==> config.mk <==
export PLATFORM = sky130hd
export DESIGN_NAME = fetch_unit
export DESIGN_NICKNAME = d
export VERILOG_FILES = /design/src/rtl/fetch_unit.sv
export SDC_FILE = /design/constraint.sdc
export NUM_CORES = 1
export LEC_CHECK = 0
export CORE_MARGIN = 10
export CORE_UTILIZATION = 39
export DETAILED_ROUTE_END_ITERATION = 8
export PLACE_DENSITY = 0.76
export SYNTH_ARGS = -nofsm -noshare
export SYNTH_HDL_FRONTEND = slang
export SYNTH_SLANG_ARGS = --single-unit
==> constraint.sdc <==
create_clock -name clk -period 2.1 [get_ports clk]
set_clock_uncertainty 0.1 [all_clocks]
set_input_delay 0.525 -clock clk [delete_from_list [all_inputs] [get_ports clk]]
set_output_delay 0.525 -clock clk [all_outputs]
set_load 0.01 [all_outputs]
==> src/rtl/fetch_unit.sv <==
// Fetch/decode datapath: PC, MAR, MDR, CIR, AR and step counter, with ROM handshake,
// shared data-bus drive, conflict detection and a sticky halt.
module fetch_unit (
    input  logic        clk,
    input  logic        rst_n,
    input  logic [11:0] ctl,
    input  logic [7:0]  bus_in,
    output logic [7:0]  rom_addr,
    output logic        rom_req,
    input  logic [15:0] rom_rdata,
    input  logic        rom_ack,
    output logic [3:0]  step,
    output logic [7:0]  opcode,
    output logic [7:0]  operand,
    output logic [7:0]  bus_out,
    output logic        bus_oe,
    output logic        bus_conflict,
    output logic        halted
);

    typedef struct packed {
        logic pc_out;
        logic pc_inc;
        logic pc_in;
        logic mar_in;
        logic mdr_in;
        logic cir_in;
        logic cir_out;
        logic ar_in;
        logic ar_out;
        logic sc_inc;
        logic sc_reset;
        logic halt;
    } ctl_t;

    ctl_t c;
    assign c = ctl_t'(ctl);

    logic [7:0]  pc_q,  pc_d;
    logic [7:0]  mar_q, mar_d;
    logic [15:0] mdr_q, mdr_d;
    logic [15:0] cir_q, cir_d;
    logic [7:0]  ar_q,  ar_d;
    logic [3:0]  sc_q,  sc_d;
    logic        halted_q, halted_d;
    logic        conflict_q, conflict_d;
    logic        stall;
    logic        drive_ok;

    assign stall = c.mdr_in & ~rom_ack;

    // NOTE: every signal written here gets its default first, so no path leaves it unassigned (no latches).
    always_comb begin
        pc_d       = pc_q;
        mar_d      = mar_q;
        mdr_d      = mdr_q;
        cir_d      = cir_q;
        ar_d       = ar_q;
        sc_d       = sc_q;
        halted_d   = halted_q;
        conflict_d = 1'b0;

        if (!halted_q) begin
            if (c.pc_in)
                pc_d = bus_in;
            else if (c.pc_inc)
                pc_d = pc_q + 8'd1;

            if (c.mar_in)
                mar_d = c.pc_out ? pc_q : bus_in;

            if (c.mdr_in && rom_ack)
                mdr_d = rom_rdata;

            if (c.cir_in)
                cir_d = mdr_q;

            if (c.ar_in)
                ar_d = c.cir_out ? cir_q[7:0] : bus_in;

            // A stall holds only the step counter; the other strobes still act.
            if (c.sc_reset)
                sc_d = 4'd0;
            else if (!stall && c.sc_inc)
                sc_d = sc_q + 4'd1;

            halted_d   = c.halt;
            conflict_d = c.pc_out & c.ar_out;
        end
    end

    // NOTE: state uses non-blocking assignments so every flop samples pre-edge values.
    always_ff @(posedge clk or negedge rst_n) begin
        if (!rst_n) begin
            pc_q       <= '0;
            mar_q      <= '0;
            mdr_q      <= '0;
            cir_q      <= '0;
            ar_q       <= '0;
            sc_q       <= '0;
            halted_q   <= 1'b0;
            conflict_q <= 1'b0;
        end else begin
            pc_q       <= pc_d;
            mar_q      <= mar_d;
            mdr_q      <= mdr_d;
            cir_q      <= cir_d;
            ar_q       <= ar_d;
            sc_q       <= sc_d;
            halted_q   <= halted_d;
            conflict_q <= conflict_d;
        end
    end

    // Nothing is requested or driven while halted or held in reset.
    assign drive_ok = rst_n & ~halted_q;

    always_comb begin
        bus_out = 8'h00;
        bus_oe  = 1'b0;
        if (drive_ok) begin
            if (c.pc_out) begin
                bus_out = pc_q;
                bus_oe  = 1'b1;
            end else if (c.ar_out) begin
                bus_out = ar_q;
                bus_oe  = 1'b1;
            end
        end
    end

    assign rom_req      = c.mdr_in & drive_ok;
    assign rom_addr     = mar_q;
    assign step         = sc_q;
    assign opcode       = cir_q[15:8];
    assign operand      = ar_q;
    assign bus_conflict = conflict_q;
    assign halted       = halted_q;

endmodule

* Yosys cells after proc, flatten, opt, wreduce, memory -nomap -nowiden
Index checks and enable logic that the tools add are counted. W data, S select, Z words.
Word-level totals: latch bits 0, memory bits (read-only) 0, bits of input ports 39, word-level logic and storage cells 41, memories kept 0, memory bits (writable) 0, register bits after elaboration 62, output and inout port bits 40
Operators by class: div/mod/pow operators 0, bitwise operators 6, shift-type cells 0, reduce and logical (&&, ||, !) cells 11, multipliers 0, add/subtract/negate cells 2, order comparisons 0, muxes and demuxes 14, eq/ne operators 0
Operators with widths (count):
- $mux W8 | 7
- $reduce_and A2 Y1 | 6
- $add A8 B1 Y8 const B | 1
- $mux W4 | 2
- $mux W1 | 5
- $add A4 B1 Y4 const B | 1
- $and A1 B1 Y1 | 4
- $reduce_bool A2 Y1 | 2
- $logic_and A1 B1 Y1 | 2
- $not A1 Y1 | 2
- $logic_not A1 Y1 | 1

* Longest topological paths before layout
depth in word-level cells 6, mapped depth 5, mapped depth without buffers 5

* Least setup slack after synthesis
No wires, ideal clock.
path kind input port to output port, start in ctl[11], end out bus_out[7], data arrival time 1.349 ns, data required time 1.475 ns, path slack 0.126 ns, buffers on the path 2, stages on the path 4, cell sequence buf_2 clkbuf_1 a22oi_1 nor2_1
On the way: longest elaborated chain between the ends 2
RTL lines:
- start: declaration | RTL line 6 | input logic [11:0] ctl,
- $mux W8 | RTL line 122 | if (c.pc_out) begin
- $mux W8 | RTL line 121 | if (drive_ok) begin
- end: declaration | RTL line 15 | output logic [7:0] bus_out,
No other way between the ends.

* Worst setup path in the final report
start in ctl[11], end out bus_out[0]
The elaborated chain is that of the path after synthesis.

==> flow_metrics.env <==
export IMPL_outcome="finished, final reports clean"
export IMPL_synth_simple_area_share_pct=17.84
export IMPL_grt_pass1_vias=2481
export IMPL_crit_slowest_cell="clkdlybuf4s15_2"
export IMPL_power_per_cell_area_mw_per_mm2=708.9
export IMPL_yosys_mux_area_fraction_pct=12.79
export IMPL_worstPathCellList="clkdlybuf4s15_2 -> nor2b_4 -> buf_6 -> a22oi_2 -> nor2_1 -> clkdlybuf4s15_2"
export IMPL_synthAdderAreaFrac_pct=0.8414
export IMPL_die_w_um=107.3
export IMPL_grt_max_degree=63
export IMPL_min_delay_path_class="in -> async"
export IMPL_synth_seq_cells=62
export IMPL_synthCells=302
export IMPL_nFillCells=634
export IMPL_hold_slack_ps=280.2
export IMPL_crit_top_cell="clkdlybuf4s15_2"
export IMPL_use_met1_pct=16.36
export IMPL_synth_edf_count=0
export IMPL_dp_cells=471
export IMPL_ant_nets=0
export IMPL_period_needed_ps=2047
export IMPL_yosysMostFrequentCell="nand2_1"
export IMPL_first_pass_iters=4
export IMPL_clock_latency_ps=330
export IMPL_drc=0
export IMPL_path_class="in -> out"
export IMPL_dp_hpwl_mm=5.906
export IMPL_top_usage_layer="met2"
export IMPL_area_delta_synth_final_pct=39.42
export IMPL_cts_tree="done"
export IMPL_dieArea_mm2=0.01152
export IMPL_critPathTopFamily="buffers and inverters"
export IMPL_wl_per_cell_um=16.08
export IMPL_synth_nets=343
export IMPL_clk_pin_slew_ps=80
export IMPL_clock_path_buffers=2
export IMPL_fp_row_count=31
export IMPL_rsz0062_at_grt="false"
export IMPL_overflow=0
export IMPL_grt_pass1_wl_mm=13.02
export IMPL_port_buffers=78
export IMPL_cp_end_kind="output pin"
export IMPL_required_ps=1470
export IMPL_synth_compound_area_share_pct=11.02
export IMPL_slew_violations=0
export IMPL_htreeDepth=3
export IMPL_synth_xor_area_share_pct=0
export IMPL_fin_crit_sh_pct=97.49
export IMPL_synth_top_family_by_area="simple AND/OR/NAND/NOR gates"
export IMPL_ys_flop_type="dfrtp_1"
export IMPL_viasPerCell=4.988
export IMPL_cp_start_kind="input port"
export IMPL_instances_no_fill=489
export IMPL_syn_avg_cell_area_um2=9.848
export IMPL_slew_headroom_pct=49.04
export IMPL_die_h_um=107.3
export IMPL_power_leakage_nw=1.985
export IMPL_synth_area_mm2=0.002974
export IMPL_synth_async_reset_ratio_pct=100.0
export IMPL_postCtsHoldBufs=0
export IMPL_slowest_delay_ps=240
export IMPL_vias=2439
export IMPL_pre_cts_ws_ps=-673.9
export IMPL_place_congestion=0.8881
export IMPL_antenna_found_initial=0
export IMPL_critPathBufInv=3
export IMPL_use_met3_pct=3.892
export IMPL_coreArea_mm2=0.007331
export IMPL_setup_viol=0
export IMPL_cp_arrival_ps=1420
export IMPL_synth_cell_types=34
export IMPL_worst_pin_slew_ps=764.4
export IMPL_drtIter0Drc=90
export IMPL_wirelength_mm=7.864
export IMPL_synthTopCellsByArea="dfrtp_1, nand2_1, mux2i_1"
export IMPL_synth_warning_count=0
export IMPL_timing_setup_tns_ps=0
export IMPL_layout_setup_ws_ps=52.80
export IMPL_yosysTopAreaCellShare_pct=52.17
export IMPL_power_mw=2.939
export IMPL_path_max_fanout=6
export IMPL_drive_gt1_share_pct=14.36
export IMPL_use_met2_pct=24.43
export IMPL_ir_drop_mv=0.4576
export IMPL_root_buffer="clkbuf_8"
export IMPL_yosys_area_top_type="dfrtp_1"
export IMPL_grt_usage_pct=14.21
export IMPL_antenna_cells=0
export IMPL_fin_nets=426
export IMPL_hold_viol_final=0
export IMPL_num_io_pins=79
export IMPL_max_freq_ghz=0.4885
export IMPL_synth_commonest_cells="nand2_1, dfrtp_1, mux2i_1, o21ai_0, nor2_1"
export IMPL_cts_sinks=62
export IMPL_cts_buffers=9
export IMPL_maxCapViolations=0
export IMPL_synth_seq_area_share_pct=52.17
export IMPL_initial_core_util_pct=40.57
state kept, by name, summed over array words and instances, names as in the netlist:
name / flops
pc_q: 8
bus_conflict: 1
operand: 8
rom_addr: 8
halted: 1
mdr_q: 16
cir_q: 16
step: 4
metrics by stage:
stage / cell area, um2 / util [%]
3_3_place_gp: 3877 / 52.89
2_1_floorplan: 2974 / -
3_5_place_dp: 3877 / 52.89
4_1_cts: 4144 / 56.53
6_report: 4146 / 56.56
5_1_grt: 4146 / 56.56
logic make-up after synthesis:
logic type,Yosys count
AND/OR/NAND/NOR,120
flip-flops,62
AO/OA/AOI/OAI,53
multiplexers,36
buffers and inverters,29
adder cells (fa/ha/maj),2
worst reg2reg max path, delay by kind of cell (launching register included):
family                 cells  cell delay, ps
AO/OA/AOI/OAI              2             360
AND/OR/NAND/NOR            2             560
buffers and inverters      1             160
flip-flops                 1             450
metal layers:
| metal | vias up | share of wire (%) |
|---|---|---|
| met3 | 13 | 5.9 |
| met1 | 1186 | 40 |
| li1 | 1186 | - |
| met4 | 0 | 1.9 |
| met2 | 54 | 52 |
| met5 | - | 0 |
area by class of cell:
cell class | instances | area [um2] | area share (%)
Tap cell | 99 | 123.9 | 2.987
Clock buffer | 9 | 123.9 | 2.987
Clock inverter | 7 | 102.6 | 2.474
Timing Repair Buffer | 99 | 947.2 | 22.84
Sequential cell | 62 | 1553 | 37.45
Multi-Input combinational cell | 211 | 1289 | 31.08
Inverter | 2 | 7.507 | 0.1810
power breakdown:
part           total [mW]  internal, mW  switching [mW]
Clock                1.19         0.684           0.504
Combinational       0.411         0.231           0.180
Sequential           1.34          1.28          0.0620
Total                2.94          2.19           0.746
final timing paths:
check / startpoint / endpoint / slack [ps] / cells past startpoint
setup reg to reg: halted / pc_q[7] / 430 / 5
min in group clk: mdr_q[1] / cir_q[1] / 360 / 2
max in group asynchronous: rst_n / halted / 1060 / 2
hold / removal: rst_n / rom_addr[0] / 280 / 2
hold reg to reg: mdr_q[1] / cir_q[1] / 360 / 2
setup / recovery: ctl[11] / bus_out[0] / 50 / 6
layout by cell type (no fill, tap or decap), types with 2 or more instances in the layout:
cell type,instances
a21oi_1,4
a22oi_1,9
a22oi_2,2
a31oi_1,4
and3_1,2
buf_2,8
buf_4,16
buf_6,2
bufinv_16,2
clkbuf_8,9
clkdlybuf4s15_1,2
clkdlybuf4s15_2,2
clkdlybuf4s50_1,64
dfrtp_1,61
ha_1,2
inv_1,2
inv_6,4
mux2_1,16
mux2i_1,20
nand2_1,76
nand2b_1,4
nand3_1,4
nor2_1,17
nor2b_1,5
nor3_1,2
o21ai_0,19
o21ai_1,9
timing repair:
item / 4_1_cts / 5_1_grt
pin swaps: 2 / 3
buffers inserted: 1 / 0
setup endpoints to repair: 11 / 5
cloned: 1 / 0
gates resized for setup: 48 / 4
Note: power is estimated with default switching activity, not from simulation.
